`src/rtl/pll_rst_pkg.sv`:
```
// Shared definitions for the PLL reset sequencer: state encodings,
// lost-lock counter width and counter sizing helper.
package pll_rst_pkg;

    typedef enum logic [1:0] {
        HOLD      = 2'b00,
        WAIT_LOCK = 2'b01,
        RUN       = 2'b10,
        ILLEGAL   = 2'b11
    } state_t;

    localparam int LOST_W = 8;
    localparam logic [LOST_W-1:0] LOST_MAX = '1;

    // Counter width for a terminal count of n: $clog2(n), never below 1 bit.
    function automatic int cnt_w(input int n);
        return (n > 1) ? $clog2(n) : 1;
    endfunction

endpackage

```
`src/rtl/sync_ff.sv`:
```
// Multi-stage flop synchronizer for a single asynchronous bit.
// All stages clear asynchronously on rst.
module sync_ff #(
    parameter int STAGES = 2
) (
    input  logic clk,
    input  logic rst,
    input  logic d,
    output logic q
);

    logic [STAGES-1:0] ff;

    // Shift the input through the synchronizer chain.
    always_ff @(posedge clk or posedge rst) begin
        if (rst) begin
            ff <= '0;
        end else begin
            ff[0] <= d;
            for (int i = 1; i < STAGES; i++) begin
                ff[i] <= ff[i-1];
            end
        end
    end

    assign q = ff[STAGES-1];

endmodule

```
`src/rtl/pll_reset_seq.sv`:
```
// PLL reset sequencer: holds system reset until the PLL has been locked
// long enough. Lost-lock counter built only when PLL_RESET_SEQ_LOSTCNT_EN is defined.
module pll_reset_seq
    import pll_rst_pkg::*;
#(
    parameter int HOLD_CYCLES = 16,
    parameter int LOCK_CYCLES = 1024
) (
    input  logic              clock_in,
    input  logic              reset,
    input  logic              locked,
    output logic              rst_out,
    output logic              ready,
    output logic [1:0]        state,
    output logic [LOST_W-1:0] lost_count
);

    localparam int HW = cnt_w(HOLD_CYCLES);
    localparam int LW = cnt_w(LOCK_CYCLES);
    localparam logic [HW-1:0] HOLD_LAST = HW'(HOLD_CYCLES - 1);
    localparam logic [LW-1:0] LOCK_LAST = LW'(LOCK_CYCLES - 1);

    state_t          state_q;
    state_t          state_d;
    logic [HW-1:0]   hold_cnt;
    logic [LW-1:0]   lock_cnt;
    logic            locked_sync;
    logic            hold_done;
    logic            lock_done;

    sync_ff #(
        .STAGES (2)
    ) u_sync (
        .clk (clock_in),
        .rst (reset),
        .d   (locked),
        .q   (locked_sync)
    );

    assign hold_done = (hold_cnt == HOLD_LAST);
    assign lock_done = (lock_cnt == LOCK_LAST);

    // State register.
    always_ff @(posedge clock_in or posedge reset) begin
        if (reset) begin
            state_q <= HOLD;
        end else begin
            state_q <= state_d;
        end
    end

    // Next-state logic; the unused encoding falls back to HOLD.
    always_comb begin
        state_d = state_q;
        case (state_q)
            HOLD: begin
                if (hold_done) begin
                    state_d = WAIT_LOCK;
                end
            end
            WAIT_LOCK: begin
                if (locked_sync && lock_done) begin
                    state_d = RUN;
                end
            end
            RUN: begin
                if (!locked_sync) begin
                    state_d = HOLD;
                end
            end
            default: begin
                state_d = HOLD;
            end
        endcase
    end

    // Hold and lock-qualification counters; both stop at terminal count.
    always_ff @(posedge clock_in or posedge reset) begin
        if (reset) begin
            hold_cnt <= '0;
            lock_cnt <= '0;
        end else begin
            case (state_q)
                HOLD: begin
                    if (hold_done) begin
                        lock_cnt <= '0;
                    end else begin
                        hold_cnt <= hold_cnt + 1'b1;
                    end
                end
                WAIT_LOCK: begin
                    if (!locked_sync) begin
                        lock_cnt <= '0;
                    end else if (!lock_done) begin
                        lock_cnt <= lock_cnt + 1'b1;
                    end
                end
                RUN: begin
                    if (!locked_sync) begin
                        hold_cnt <= '0;
                    end
                end
                default: begin
                    hold_cnt <= '0;
                    lock_cnt <= '0;
                end
            endcase
        end
    end

    // Registered reset output: released on the edge that enters RUN.
    always_ff @(posedge clock_in or posedge reset) begin
        if (reset) begin
            rst_out <= 1'b1;
        end else begin
            rst_out <= (state_d != RUN);
        end
    end

    // Output decode from the current state.
    always_comb begin
        ready = (state_q == RUN);
        state = state_q;
    end

`ifdef PLL_RESET_SEQ_LOSTCNT_EN
    logic              lost_evt;
    logic [LOST_W-1:0] lost_q;

    assign lost_evt = (state_q == RUN) && !locked_sync;

    // Saturating count of lock losses observed while running.
    always_ff @(posedge clock_in or posedge reset) begin
        if (reset) begin
            lost_q <= '0;
        end else if (lost_evt && (lost_q != LOST_MAX)) begin
            lost_q <= lost_q + 1'b1;
        end
    end

    assign lost_count = lost_q;
`else
    assign lost_count = '0;
`endif

endmodule

```
`config.mk`:
```
export PLATFORM = sky130hd
export DESIGN_NAME = pll_reset_seq
export DESIGN_NICKNAME = d
export VERILOG_FILES = /design/src/rtl/pll_rst_pkg.sv /design/src/rtl/sync_ff.sv /design/src/rtl/pll_reset_seq.sv
export SDC_FILE = /design/constraint.sdc
export NUM_CORES = 1
export LEC_CHECK = 0
export CAP_MARGIN = 40
export CORE_UTILIZATION = 57
export CTS_CLUSTER_SIZE = 10
export DETAILED_ROUTE_END_ITERATION = 16
export PLACE_DENSITY = 0.82
export SYNTH_ARGS = -nofsm -noshare
export SYNTH_HDL_FRONTEND = slang
export SYNTH_HIERARCHICAL = 1
export SYNTH_SLANG_ARGS = --single-unit
export TNS_END_PERCENT = 1
```
`constraint.sdc`:
```
create_clock -name clock_in -period 2.7 [get_ports clock_in]
set_input_delay 0.54 -clock clock_in [delete_from_list [all_inputs] [get_ports clock_in]]
set_output_delay 0.54 -clock clock_in [all_outputs]
set_load 0.05 [all_outputs]
```
==> metrics.md, run 1 <==
| Metric | Value |
|---|---|
| Remaining Overflow, GRT | `0` |
| FMAX | `0.409 GHz` |
| Post-layout util | `0.658` |
| Area grow syn2layout | `6.37%` |
| Vias/cell | `5.80` |
| Nets | `124` |
| Sw frac | `0.294` |
| Mean area per synthesized cell | `9.64 um^2` |
| Wire length of the first global-routing pass | `3.01 mm` |
| Multi-input gate area | `536 um^2` |
| Worst path arrival time | `1.90 ns` |
| Slew @ Worst Pin | `0.608 ns` |
| CTS tree | `built` |
| Max-cap violations | `0` |
| Post-CTS Resized | `0` |
| DR WL/cell | `13.3 um` |
| Core box area | `1750 um^2` |
| Final slew viol count | `0` |
| Seq pwr share | `0.605` |
| Filler cell count | `149` |
| # diodes | `0` |
| Clk root buf | `clkbuf_4` |
| Initial core utilization | `0.619` |
| Clock Skews | `0.00492 ns` |
| Most frequent cells in the layout | `dfrtp_1 (18), conb_1 (8), a31oi_1 (7), nand2_1 (7), nor2_1 (7)` |
| Hold WC Path Type | `register to register` |
| Worst skew pair latency | `0.30 ns` |
| Num CTS Buffers | `3` |
| CP startpoint kind | `register` |
| Total power density per cell area | `465 nW/um^2` |
| Final setup fails | `0` |
| Worst VDD drop | `0.437 mV` |
| Drt total wl | `1.90 mm` |
| Number of violations reported at the end of detailed-routing iteration 0 | `15` |
| Ys async rst share | `1.00` |
| Synth Instances | `112` |
| Top Ports | `15` |
| Seq cells post-synth | `19` |
| Commonest non-fill, non-tap cell in the layout | `dfrtp_1` |
| Status | `complete, no violations` |
| Fin crit period | `2.44 ns` |
| Clock Path Buffers | `2` |
| Die Wd | `45.5 um` |
| Share of layout cells above drive strength 1 | `0.119` |
| Detailed placer's ending HPWL | `1.35 mm` |
| Rows | `15` |
| Total GRT Usage | `0.217` |
| Storage cell area | `477 um^2` |
| Setup repair bufs after CTS | `0` |
| Leak Pwr | `0.000533 uW` |
| P_sw | `157 uW` |
| DRC violations left | `0` |
| Power Internal | `377 uW` |
| Fin. Hold Viols | `0` |
| Design Area, Final | `1150 um^2` |
| Comb power frac | `0.121` |
| Top FF cell, synth | `dfrtp_1` |
| # port buffers | `6` |
| Post-CTS Hold Buffers | `0` |
| Seq/Total Area, Yosys | `0.441` |
| Critical path endpoint category | `output port` |
| Worst-path fanout max | `15` |
| Final period utilization | `0.905` |
| Initial antenna violation count | `0` |
| Die Y | `45.5 um` |
| Yosys warns | `6` |
| Unrepaired setup endpoints after global routing | `false` |
| Crit Path Category | `register to output port` |
| Data required time of the critical path | `2.16 ns` |
| Routability cong. | `0.868` |
| Clk pwr share | `0.274` |
| Worst-path clk slew | `0.10 ns` |
| Synthesized cell area | `1080 um^2` |
| Final sum of negative setup slack | `0 ns` |
| Routed Antenna Nets | `0` |
| Cell Area, Placed | `1120 um^2` |
| # clock sinks | `19` |
| Vias | `830` |
| Largest net degree at the start of global routing | `18` |
| Post-synth EDFFs | `0` |
| Worst rel slew slack | `0.594` |
| Die area | `2070 um^2` |
| H-tree Lvls | `1` |
| Reg2reg setup slack | `0.88 ns` |
| Total iterations of the first detailed-routing run | `4` |
| Yosys cell types | `42` |
| Vias in the first global route | `702` |
==> flip-flops by register name, summed over array words and instances, names as in the netlist <==
| name | flops |
|---|---|
| rst_out | 1 |
| lock_cnt | 10 |
| hold_cnt | 4 |
| state | 2 |
| u_sync/ff | 2 |
==> synth_stat cells (all sizes together) (2+ instances only) <==
cell | count | area (um^2)
inv | 5 | 18.8
nor2 | 7 | 26.3
and2 | 2 | 16.3
o21ai | 6 | 30.0
nor2b | 2 | 15.0
and3 | 5 | 38.8
ha | 2 | 25.0
a21oi | 5 | 25.0
nor3 | 3 | 15.0
buf | 9 | 67.6
o21a | 2 | 15.0
a31oi | 7 | 43.8
dfrtp | 18 | 450
nand4 | 3 | 33.8
clkbuf | 2 | 7.51
nand2 | 7 | 26.3
nand3b | 2 | 15.0
a2bb2oi | 2 | 17.5
nand3 | 6 | 30.0
a21boi | 2 | 18.8
==> critical path: stages, from the launching register on <==
cell and delay [ns]:
dfrtp_1 0.62, nor2b_1 0.18, clkdlybuf4s50_1 0.80
==> routing by layer <==
layer / up-vias / routed length (um) / GRT usage
li1: 411 / - / -
met1: 382 / 905 / 0.298
met2: 33 / 826 / 0.277
met3: 4 / 114 / 0.0714
met4: 0 / 51 / 0.164
met5: - / 0 / 0
==> cell type report <==
type                       count  area share
clock buffer                   4      0.0229
inverter                       5      0.0163
multi-input combinational     84       0.466
sequential                    19       0.415
tap                           25      0.0272
timing repair buffer           6      0.0523
==> final timing paths <==
kind                       cells after the start    startpoint            to
max in group asynchronous                      2         reset   hold_cnt[3]
min in group asynchronous                      2         reset  u_sync/ff[0]
min                                            0  u_sync/ff[0]  u_sync/ff[1]
max                                            2      state[1]         ready
min reg2reg                                    0  u_sync/ff[0]  u_sync/ff[1]
max reg2reg                                    5   lock_cnt[0]   lock_cnt[5]
==> power groups by stage <==
stage / combinational [uW] / sequential [uW] / clock (uW)
final: 64.9 / 323 / 146
after global routing: 72.3 / 326 / 163
after CTS: 65.4 / 322 / 148
after detailed placement: 65.3 / 328 / 0
after global placement: 63.4 / 327 / 0
after floorplan: 66.2 / 322 / 0
==> logic make-up after synthesis <==
group,Yosys count,share of synthesized area
AO/OA/AOI/OAI,33,0.216
adder cells (fa/ha/maj),2,0.0232
buffers and inverters,16,0.0869
flip-flops,19,0.441
other,1,0.00347
AND/OR/NAND/NOR,41,0.229
==> through the flow <==
step                hold WS (ns)  worst slack [ns]  power [uW]  cells
CTS                        0.364             0.263         535    143
global route               0.380             0.127         561    143
floorplan                  0.281             0.406         388    119
finish                     0.363             0.257         534    143
global placement           0.343             0.621         390    139
detailed placement         0.340             0.594         393    139
Note: power is estimated with default switching activity, not from simulation.
==> inputs of run 2 (changes only) <==
--- a/config.mk
+++ b/config.mk
@@ -10,6 +10,7 @@
 export CTS_CLUSTER_SIZE = 10
 export DETAILED_ROUTE_END_ITERATION = 16
 export PLACE_DENSITY = 0.82
+export SLEW_MARGIN = 15
 export SYNTH_ARGS = -nofsm -noshare
 export SYNTH_HDL_FRONTEND = slang
 export SYNTH_HIERARCHICAL = 1
==> results of run 2 <==
Final layout, timing and power as in run 1 (identical DEF).
